$ cat config.mk
export PLATFORM = sky130hd
export DESIGN_NAME = print_uart_tx_flat
export DESIGN_NICKNAME = d
export VERILOG_FILES = /design/src/rtl/print_uart_pkg.sv /design/src/rtl/print_uart_if.sv /design/src/rtl/print_uart_fifo.sv /design/src/rtl/print_uart_tx.sv /design/src/flat_wrapper.sv
export SDC_FILE = /design/constraint.sdc
export NUM_CORES = 1
export LEC_CHECK = 0
export BUFFER_PORTS_ARGS = -buffer_cell sky130_fd_sc_hd__buf_4
export CORE_MARGIN = 1.5
export CORE_UTILIZATION = 60
export CTS_CLUSTER_SIZE = 24
export DETAILED_ROUTE_END_ITERATION = 10
export PLACE_DENSITY = 0.77
export SLEW_MARGIN = 0
export SYNTH_ARGS = -nofsm -noshare
export SYNTH_HDL_FRONTEND = slang
export SYNTH_SLANG_ARGS = --single-unit
$ cat constraint.sdc
create_clock -name clk -period 2.32 [get_ports clk]
set_input_delay 0 -clock clk [delete_from_list [all_inputs] [get_ports clk]]
set_output_delay 0 -clock clk [all_outputs]
set_load 0.01 [all_outputs]
$ cat src/rtl/print_uart_pkg.sv
// Shared constants for the print UART transmitter.
// PRINT_UART_PARITY_EN adds an even-parity bit (8E1 frame).
package print_uart_pkg;

    localparam int DATA_W = 8;

    typedef logic [2:0] state_t;

    localparam state_t ST_IDLE   = 3'd0;
    localparam state_t ST_START  = 3'd1;
    localparam state_t ST_DATA   = 3'd2;
    localparam state_t ST_STOP   = 3'd3;
`ifdef PRINT_UART_PARITY_EN
    localparam state_t ST_PARITY = 3'd4;
    localparam int FRAME_BITS = 11;
`else
    localparam int FRAME_BITS = 10;
`endif

endpackage

$ cat src/rtl/print_uart_if.sv
// Datapath-facing bundle of the print UART: strobe, data,
// overflow clear, and the serial pin plus status outputs.
interface print_uart_if;
    import print_uart_pkg::*;

    logic              pr_e;
    logic [DATA_W-1:0] pr_data;
    logic              ovf_clr;
    logic              tx;
    logic              busy;
    logic              fifo_full;
    logic              overflow;

    modport master (
        output pr_e, pr_data, ovf_clr,
        input  tx, busy, fifo_full, overflow
    );

    modport slave (
        input  pr_e, pr_data, ovf_clr,
        output tx, busy, fifo_full, overflow
    );

endinterface

$ cat src/rtl/print_uart_fifo.sv
// Synchronous FIFO for queued print bytes; the pointer MSB
// separates full from empty, a pop frees room for a same-cycle push.
module print_fifo #(
    parameter int WIDTH = 8,
    parameter int DEPTH = 4
) (
    input  logic             clk,
    input  logic             rst,
    input  logic             push_i,
    input  logic             pop_i,
    input  logic [WIDTH-1:0] din_i,
    output logic [WIDTH-1:0] dout_o,
    output logic             full_o,
    output logic             empty_o
);

    localparam int AW = $clog2(DEPTH);

    logic [AW:0]      wr_q;
    logic [AW:0]      rd_q;
    logic [WIDTH-1:0] mem_q [DEPTH];
    logic             wr_en;
    logic             rd_en;

    assign empty_o = (wr_q == rd_q);
    assign full_o  = (wr_q[AW] != rd_q[AW])
                  && (wr_q[AW-1:0] == rd_q[AW-1:0]);
    assign rd_en   = pop_i & ~empty_o;
    assign wr_en   = push_i & (~full_o | rd_en);
    assign dout_o  = mem_q[rd_q[AW-1:0]];

    always_ff @(posedge clk or posedge rst) begin
        if (rst) begin
            wr_q <= '0;
            rd_q <= '0;
        end else begin
            if (wr_en) wr_q <= wr_q + (AW+1)'(1);
            if (rd_en) rd_q <= rd_q + (AW+1)'(1);
        end
    end

    always_ff @(posedge clk) begin
        if (wr_en) mem_q[wr_q[AW-1:0]] <= din_i;
    end

endmodule

$ cat src/rtl/print_uart_tx.sv
// Print-line UART transmitter: queues PR_E bytes, sends 8N1 LSB first.
// PRINT_UART_PARITY_EN inserts an even-parity bit before the stop bit.
module print_uart_tx
    import print_uart_pkg::*;
#(
    parameter int CLKS_PER_BIT = 16,
    parameter int FIFO_DEPTH   = 4
) (
    input  logic         clk,
    input  logic         rst,
    print_uart_if.slave  uart
);

    localparam int BW = $clog2(CLKS_PER_BIT);
    localparam logic [BW-1:0] BAUD_LAST = BW'(CLKS_PER_BIT - 1);

    state_t            state_q, state_d;
    logic [BW-1:0]     baud_q, baud_d;
    logic [2:0]        bit_q, bit_d;
    logic [DATA_W-1:0] shift_q, shift_d;
    logic              tx_q, tx_d;
    logic              ovf_q, ovf_d;
`ifdef PRINT_UART_PARITY_EN
    logic              par_q, par_d;
`endif

    logic              pop;
    logic              bit_end;
    logic              drop;
    logic [DATA_W-1:0] f_dout;
    logic              f_full;
    logic              f_empty;

    print_fifo #(
        .WIDTH (DATA_W),
        .DEPTH (FIFO_DEPTH)
    ) u_fifo (
        .clk     (clk),
        .rst     (rst),
        .push_i  (uart.pr_e),
        .pop_i   (pop),
        .din_i   (uart.pr_data),
        .dout_o  (f_dout),
        .full_o  (f_full),
        .empty_o (f_empty)
    );

    assign bit_end = (baud_q == BAUD_LAST);
    assign drop    = uart.pr_e & f_full & ~pop;

    always_comb begin
        state_d = state_q;
        baud_d  = baud_q;
        bit_d   = bit_q;
        shift_d = shift_q;
        tx_d    = tx_q;
        pop     = 1'b0;
`ifdef PRINT_UART_PARITY_EN
        par_d   = par_q;
`endif
        if (state_q != ST_IDLE)
            baud_d = bit_end ? '0 : baud_q + BW'(1);
        // tx_d follows the next state so the pin changes with it
        case (state_q)
            ST_IDLE: begin
                tx_d = 1'b1;
                if (!f_empty) begin
                    pop     = 1'b1;
                    shift_d = f_dout;
`ifdef PRINT_UART_PARITY_EN
                    par_d   = ^f_dout;
`endif
                    baud_d  = '0;
                    state_d = ST_START;
                    tx_d    = 1'b0;
                end
            end
            ST_START: begin
                if (bit_end) begin
                    state_d = ST_DATA;
                    bit_d   = 3'd0;
                    tx_d    = shift_q[0];
                end
            end
            ST_DATA: begin
                if (bit_end) begin
                    shift_d = shift_q >> 1;
                    if (bit_q == 3'd7) begin
`ifdef PRINT_UART_PARITY_EN
                        state_d = ST_PARITY;
                        tx_d    = par_q;
`else
                        state_d = ST_STOP;
                        tx_d    = 1'b1;
`endif
                    end else begin
                        bit_d = bit_q + 3'd1;
                        tx_d  = shift_q[1];
                    end
                end
            end
`ifdef PRINT_UART_PARITY_EN
            ST_PARITY: begin
                if (bit_end) begin
                    state_d = ST_STOP;
                    tx_d    = 1'b1;
                end
            end
`endif
            ST_STOP: begin
                tx_d = 1'b1;
                if (bit_end) state_d = ST_IDLE;
            end
            default: begin
                state_d = ST_IDLE;
                tx_d    = 1'b1;
            end
        endcase
    end

    // a drop beats a same-cycle clear
    always_comb begin
        ovf_d = ovf_q;
        if (drop)              ovf_d = 1'b1;
        else if (uart.ovf_clr) ovf_d = 1'b0;
    end

    always_ff @(posedge clk or posedge rst) begin
        if (rst) begin
            state_q <= ST_IDLE;
            baud_q  <= '0;
            bit_q   <= '0;
            shift_q <= '0;
            tx_q    <= 1'b1;
            ovf_q   <= 1'b0;
`ifdef PRINT_UART_PARITY_EN
            par_q   <= 1'b0;
`endif
        end else begin
            state_q <= state_d;
            baud_q  <= baud_d;
            bit_q   <= bit_d;
            shift_q <= shift_d;
            tx_q    <= tx_d;
            ovf_q   <= ovf_d;
`ifdef PRINT_UART_PARITY_EN
            par_q   <= par_d;
`endif
        end
    end

    assign uart.tx        = tx_q;
    assign uart.busy      = (state_q != ST_IDLE) | ~f_empty;
    assign uart.fifo_full = f_full;
    assign uart.overflow  = ovf_q;

endmodule

$ cat src/flat_wrapper.sv
// flat-port wrapper written by rule: the top's interface ports become plain ports
module print_uart_tx_flat import print_uart_pkg::*;
#(
    parameter int CLKS_PER_BIT = 16,
    parameter int FIFO_DEPTH   = 4
)
  (clk, rst, uart_pr_e, uart_pr_data, uart_ovf_clr, uart_tx, uart_busy, uart_fifo_full, uart_overflow);
  print_uart_if uart_i ();
  input  logic clk;
  input  logic rst;
  input wire logic [$bits(uart_i.pr_e)-1:0] uart_pr_e;
  input wire logic [$bits(uart_i.pr_data)-1:0] uart_pr_data;
  input wire logic [$bits(uart_i.ovf_clr)-1:0] uart_ovf_clr;
  output wire logic [$bits(uart_i.tx)-1:0] uart_tx;
  output wire logic [$bits(uart_i.busy)-1:0] uart_busy;
  output wire logic [$bits(uart_i.fifo_full)-1:0] uart_fifo_full;
  output wire logic [$bits(uart_i.overflow)-1:0] uart_overflow;
  assign uart_i.pr_e = uart_pr_e;
  assign uart_i.pr_data = uart_pr_data;
  assign uart_i.ovf_clr = uart_ovf_clr;
  assign uart_tx = uart_i.tx;
  assign uart_busy = uart_i.busy;
  assign uart_fifo_full = uart_i.fifo_full;
  assign uart_overflow = uart_i.overflow;
  print_uart_tx #(.CLKS_PER_BIT(CLKS_PER_BIT), .FIFO_DEPTH(FIFO_DEPTH)) u_core (.clk(clk), .rst(rst), .uart(uart_i));
endmodule
# Word-level counts from Yosys, hierarchy flattened
# Memory sizes are Yosys's and may differ from the RTL's.
# Index checks and enable logic that the tools add are counted.
[classes]
n_addsub = 4
n_eq_ne = 14
mux = 27
n_bitwise = 9
n_reduce_logical = 10
[ops]
columns = ["op", "count"]
rows = [
  ["$mux 3", 7],
  ["$mux 4", 4],
  ["$mux 8", 2],
  ["$pmux 8 s2", 1],
  ["$pmux 3 s4", 1],
  ["$mux 1", 10],
  ["$add 3x1->3 const B", 3],
  ["$ne 2x1->1 const B", 4],
  ["$eq 3x2->1 const B", 2],
  ["$pmux 3 s2", 1],
  ["$reduce_bool 2->1", 3],
  ["$reduce_and 5->1", 1],
  ["$add 4x1->4 const B", 1],
  ["$and 1x1->1", 4],
  ["$eq 4x4->1 const B", 1],
  ["$ne 2x2->1 const B", 2],
  ["$reduce_and 4->1", 1],
  ["$eq 3x1->1 const B", 1],
  ["$eq 3x3->1", 1],
  ["$eq 3x3->1 const B", 1],
  ["$logic_not 3->1", 1],
  ["$not 1->1", 3],
  ["$pmux 1 s3", 1],
  ["$reduce_and 3->1", 1],
  ["other kinds (6)", 7],
]
[word_totals]
ff_bits = 26
mem_bits_rw = 32
inputBits = 12
out_inout_bits = 4
wordCells = 73
memories = 1
[memory_table]
columns = ["name", "words", "width", "read_ports", "rd_ports_with_merged_regs", "write_ports", "line_no", "rtl"]
rows = [
  ["u_core.u_fifo.mem_q", 4, 8, 1, 0, 1, "print_uart_fifo.sv:21", "logic [WIDTH-1:0] mem_q [DEPTH];"],
]

# Depth between registers and ports, before layout
[depth]
depth_word = 8
depth_mapped = 8
ltp_nobuf = 6

# Cells and area by module
# Synthesis repeated with hierarchy kept, for this count alone.
[unflattened]
cells_unflattened = 173
hier_area_um2 = 2758.9
[by_module_without_submodules]
columns = ["module", "instances", "cells_per_inst", "area_each_um2", "seq_area_each_um2"]
rows = [
  ["print_fifo", 1, 78, 1651.6, 1111.1],
  ["print_uart_tx", 1, 95, 1107.3, 476.7],
]

# Least setup slack after synthesis
# Ideal clock, no wire load.
[synth_path]
kind = "reg-to-reg"
startpoint = "register u_core.state_q[0]"
endpoint = "register u_core.state_q[1]"
setup_ns = 0.128
arrival_time_ns = 1.772
t_required_ns = 2.192
path_slack_ns = 0.421
path_stages_with_launch = 7
n_path_buf = 1
synth_period_minus_slack_ns = 1.899
path_cell_list = "dfrtp_1 > inv_1 > ha_1 > buf_6 > or3_4 > a221oi_2 > mux2_1"
[synth_via]
elab_chain_cells = 3
word_cells_on_any_way = 11
cone_classes = "eq/ne (8); mux (1); reduce/logical (2)"
[synth_lines]
columns = ["element", "line_no", "rtl"]
rows = [
  ["from (decl)", "print_uart_tx.sv:17", "state_t state_q, state_d;"],
  ["from (signal assigned)", "print_uart_tx.sv:140", "state_q <= state_d;"],
  ["$eq 3x2->1 (tied with other cells)", "print_uart_tx.sv:64", "case (state_q)"],
  ["$ne 2x1->1 (no line) or $ne 2x2->1 (tied branches)", "-", ""],
  ["$reduce_and 5->1 (no line)", "-", ""],
]
# Parallel ways exist; a longest one is shown, timed or not.
# A chain may end at the register's enable or synchronous reset.

# Final worst setup path
[layout_path]
startpoint = "register u_core.state_q[0]"
endpoint = "output uart_busy"
[layout_via]
elab_chain_cells = 2
[layout_lines]
columns = ["element", "line_no", "rtl"]
rows = [
  ["$reduce_bool 3->1", "print_uart_tx.sv:153", "assign uart.busy = (state_q != ST_IDLE) | ~f_empty;"],
  ["$or 1x1->1", "print_uart_tx.sv:153", ""],
  ["to (decl)", "flat_wrapper.sv:15", "output wire logic [$bits(uart_i.busy)-1:0] uart_busy;"],
]
# Every way passes these cells.

==> results.txt <==
Final core occ - 73.0%
Site Rows - 24
Post-synth EDFFs - 32
Required time of the critical path - 2320 ps
Share of flip-flops with an asynchronous set or reset - 43.9%
GP Congestion - 0.801
PwrDens - 1380 nW/µm²
Pin count of the biggest net entering global routing - 26
Synth top area cells - edfxtp_1 (35%), dfrtp_1 (22%), ha_1 (6.0%), mux2_2 (4.6%), mux2_4 (2.8%)
CP arrival - 2010 ps
Final worst path period need - 2010 ps
Initial DRC Count - 131
Full die area - 4950 µm²
Syn_nets - 224
Psw - 1.61 mW
Clock share of power - 19.3%
Layout cells sized above 1 - 23.1%
Synth top area share - 35.3%
Warnings from Yosys - 0
Finished Cell Area - 3180 µm²
Post_cts resized - 0
Via count - 1,696
DP Cell Count - 263
Post-synth design cell area - 2720 µm²
Clock Skew - 8.85 ps
Maximum vdd drop - 0.701 mV
Max_slew headroom - 36.2%
Initial antenna violation count - 0
Width of the chip - 70.3 µm
FMAX - 0.498 GHz
H-tree depth - 3
First-pass GRT wire length - 8540 µm
CTS Buf Count - 9
Diodes inserted - 0
Top FF cell, synth - edfxtp_1
Sw Ratio - 36.7%
Commonest non-fill, non-tap cell in the layout - edfxtp_1
Worst-Margin Slew - 957 ps
Final period utilization - 86.6%
P&R area growth vs syn - 16.7%
Nets - 259
Core Box Area - 4350 µm²
Endpoints failing setup - 0
Grt total ovfl - 0
Initial Util - 62.5%
Wirelength per Cell - 17.8 µm
ANT nets after route - 0
Post-synthesis sequential area ratio - 58.3%
Critical Path Start Type - flip-flop
First-pass DRT Iterations - 4
Final wirelength - 5160 µm
Int Pwr - 2.78 mW
Register bit total from synthesis - 57
Final non-filler cell total - 290
Die height - 70.3 µm
Port bufs - 15
Min-delay worst type - input pin to flip-flop
Area post-placement - 2880 µm²
All-layer global routing usage - 23.4%
Crit. End Element - output pin
Leakage - 1.33 nW
CTS tree - yes
Post-Synthesis Cells - 199
Critical path fanouts, max - 5
Max-cap viol count - 0
Status - finished clean
Residual DRC - 0
Unrepaired setup endpoints after global routing - no
Max Root-Sink Buffers - 2
Most frequent cells in the layout - edfxtp_1 (32), dfrtp_1 (24), buf_4 (19)
CP Class - flip-flop to output pin
Clock root buffer - clkbuf_8
Final hold violation count - 0
Clk pin slew, worst setup/hold paths - 70 ps
Mean Syn Cell Area - 13.7 µm²
Gate power share - 43.0%
IO Pins - 16
Area leader, netlist - edfxtp_1
Worst skew pair latency - 330 ps
Clock sinks - 57
Final HPWL DP - 3380 µm
Number of global-route vias before repair - 1,777
Vias/cell - 5.85
Max-slew violation count - 0
Seq pwr share - 37.7%
Setup TNS - 0 ps
Yosys cell types - 47
-- worst max-delay path, stage by stage (launching register included) --
cell and delay (ps):
dfrtp_1 420, inv_1 120, ha_1 190, inv_1 140, nor4_2 520, inv_1 130, buf_4 170
-- per-stage QoR --
step | hold WS (ps) | power [mW] | setup WS, ps
CTS | 400 | 4.40 | 323
global route | 407 | 4.64 | 206
detailed placement | 196 | 3.51 | 346
finish | 416 | 4.39 | 312
floorplan | 26.6 | 3.08 | 421
global placement | 188 | 3.39 | 439
-- synth_stat cells, drive strengths merged (2+ instances only) --
cell type   n
a21oi       7
and3        6
buf         4
clkbuf      3
dfrtp      24
edfxtp     32
ha         13
inv        13
mux2       18
mux2i       7
nand2       9
nand3       6
nor2        6
nor2b       2
o21ai       7
o221ai      2
o22ai       8
or3         2
xnor2       7
xor2        4
-- flip-flops by register name, summed over array words and instances (netlist names) --
name / cells
u_core.u_fifo.rd_q: 3
u_core.uart.tx: 1
u_core.baud_q: 4
u_core.u_fifo.wr_q: 3
u_core.shift_q: 8
u_core.uart.overflow: 1
u_core.bit_q: 3
u_core.u_fifo.mem_q: 32
u_core.state_q: 2
-- cell families (layout without fill, tap and decap cells) --
| logic type | Yosys count | after routing | share of synthesized area (%) |
|---|---|---|---|
| xor+xnor | 11 | 11 | 4.09 |
| flops | 57 | 57 | 58.3 |
| buf+inv | 21 | 60 | 3.63 |
| fa+ha+maj | 13 | 13 | 5.98 |
| compound gates | 35 | 35 | 8.97 |
| mux | 26 | 26 | 11.5 |
| simple gates | 36 | 36 | 7.45 |
-- metal layers --
| layer | GRT usage [%] | up-vias | wire [µm] |
|---|---|---|---|
| li1 | - | 805 | - |
| met1 | 28.2 | 843 | 2180 |
| met2 | 40.0 | 36 | 2710 |
| met3 | 4.33 | 12 | 146 |
| met4 | 11.8 | 0 | 130 |
| met5 | 0 | - | 0 |
-- layout make-up --
class	count	area, µm²
sequential	57	1590
fill	278	1180
multi-input combinational	121	1030
timing repair buffer	31	263
clock buffer	9	124
tap	52	65.1
inverter	14	52.6
clock inverter	6	50.0
-- path summary, 6_finish.rpt --
kind	from	to	slack, ps	cells after the start
worst min-delay path	uart_pr_data[4]	u_core.u_fifo.mem_q[3][4]$_DFFE_PP_	420	2
worst min register to register	u_core.shift_q[6]$_DFFE_PP0P_	u_core.shift_q[6]$_DFFE_PP0P_	520	1
max in group asynchronous	rst	u_core.bit_q[1]$_DFFE_PP0P_	1280	3
worst max register to register	u_core.state_q[0]$_DFFE_PP0P_	u_core.shift_q[6]$_DFFE_PP0P_	320	6
worst max-delay path	u_core.state_q[0]$_DFFE_PP0P_	uart_busy	310	6
min in group asynchronous	rst	u_core.state_q[1]$_DFFE_PP0P_	450	3
-- power by group through the flow --
| stage | Combinational [mW] | Clock [mW] | Sequential, mW |
|---|---|---|---|
| after global routing | 2.05 | 0.899 | 1.69 |
| after global placement | 1.74 | 0 | 1.65 |
| after detailed placement | 1.84 | 0 | 1.67 |
| after CTS | 1.89 | 0.859 | 1.65 |
| after floorplan | 1.48 | 0 | 1.60 |
| final | 1.89 | 0.847 | 1.66 |
-- what timing repair did --
item                      in CTS  in global routing
hold buffers                  12                  0
hold endpoints to repair      58                  0
buffers inserted               0                  0
No activity file was read; power rests on OpenSTA's default activity.
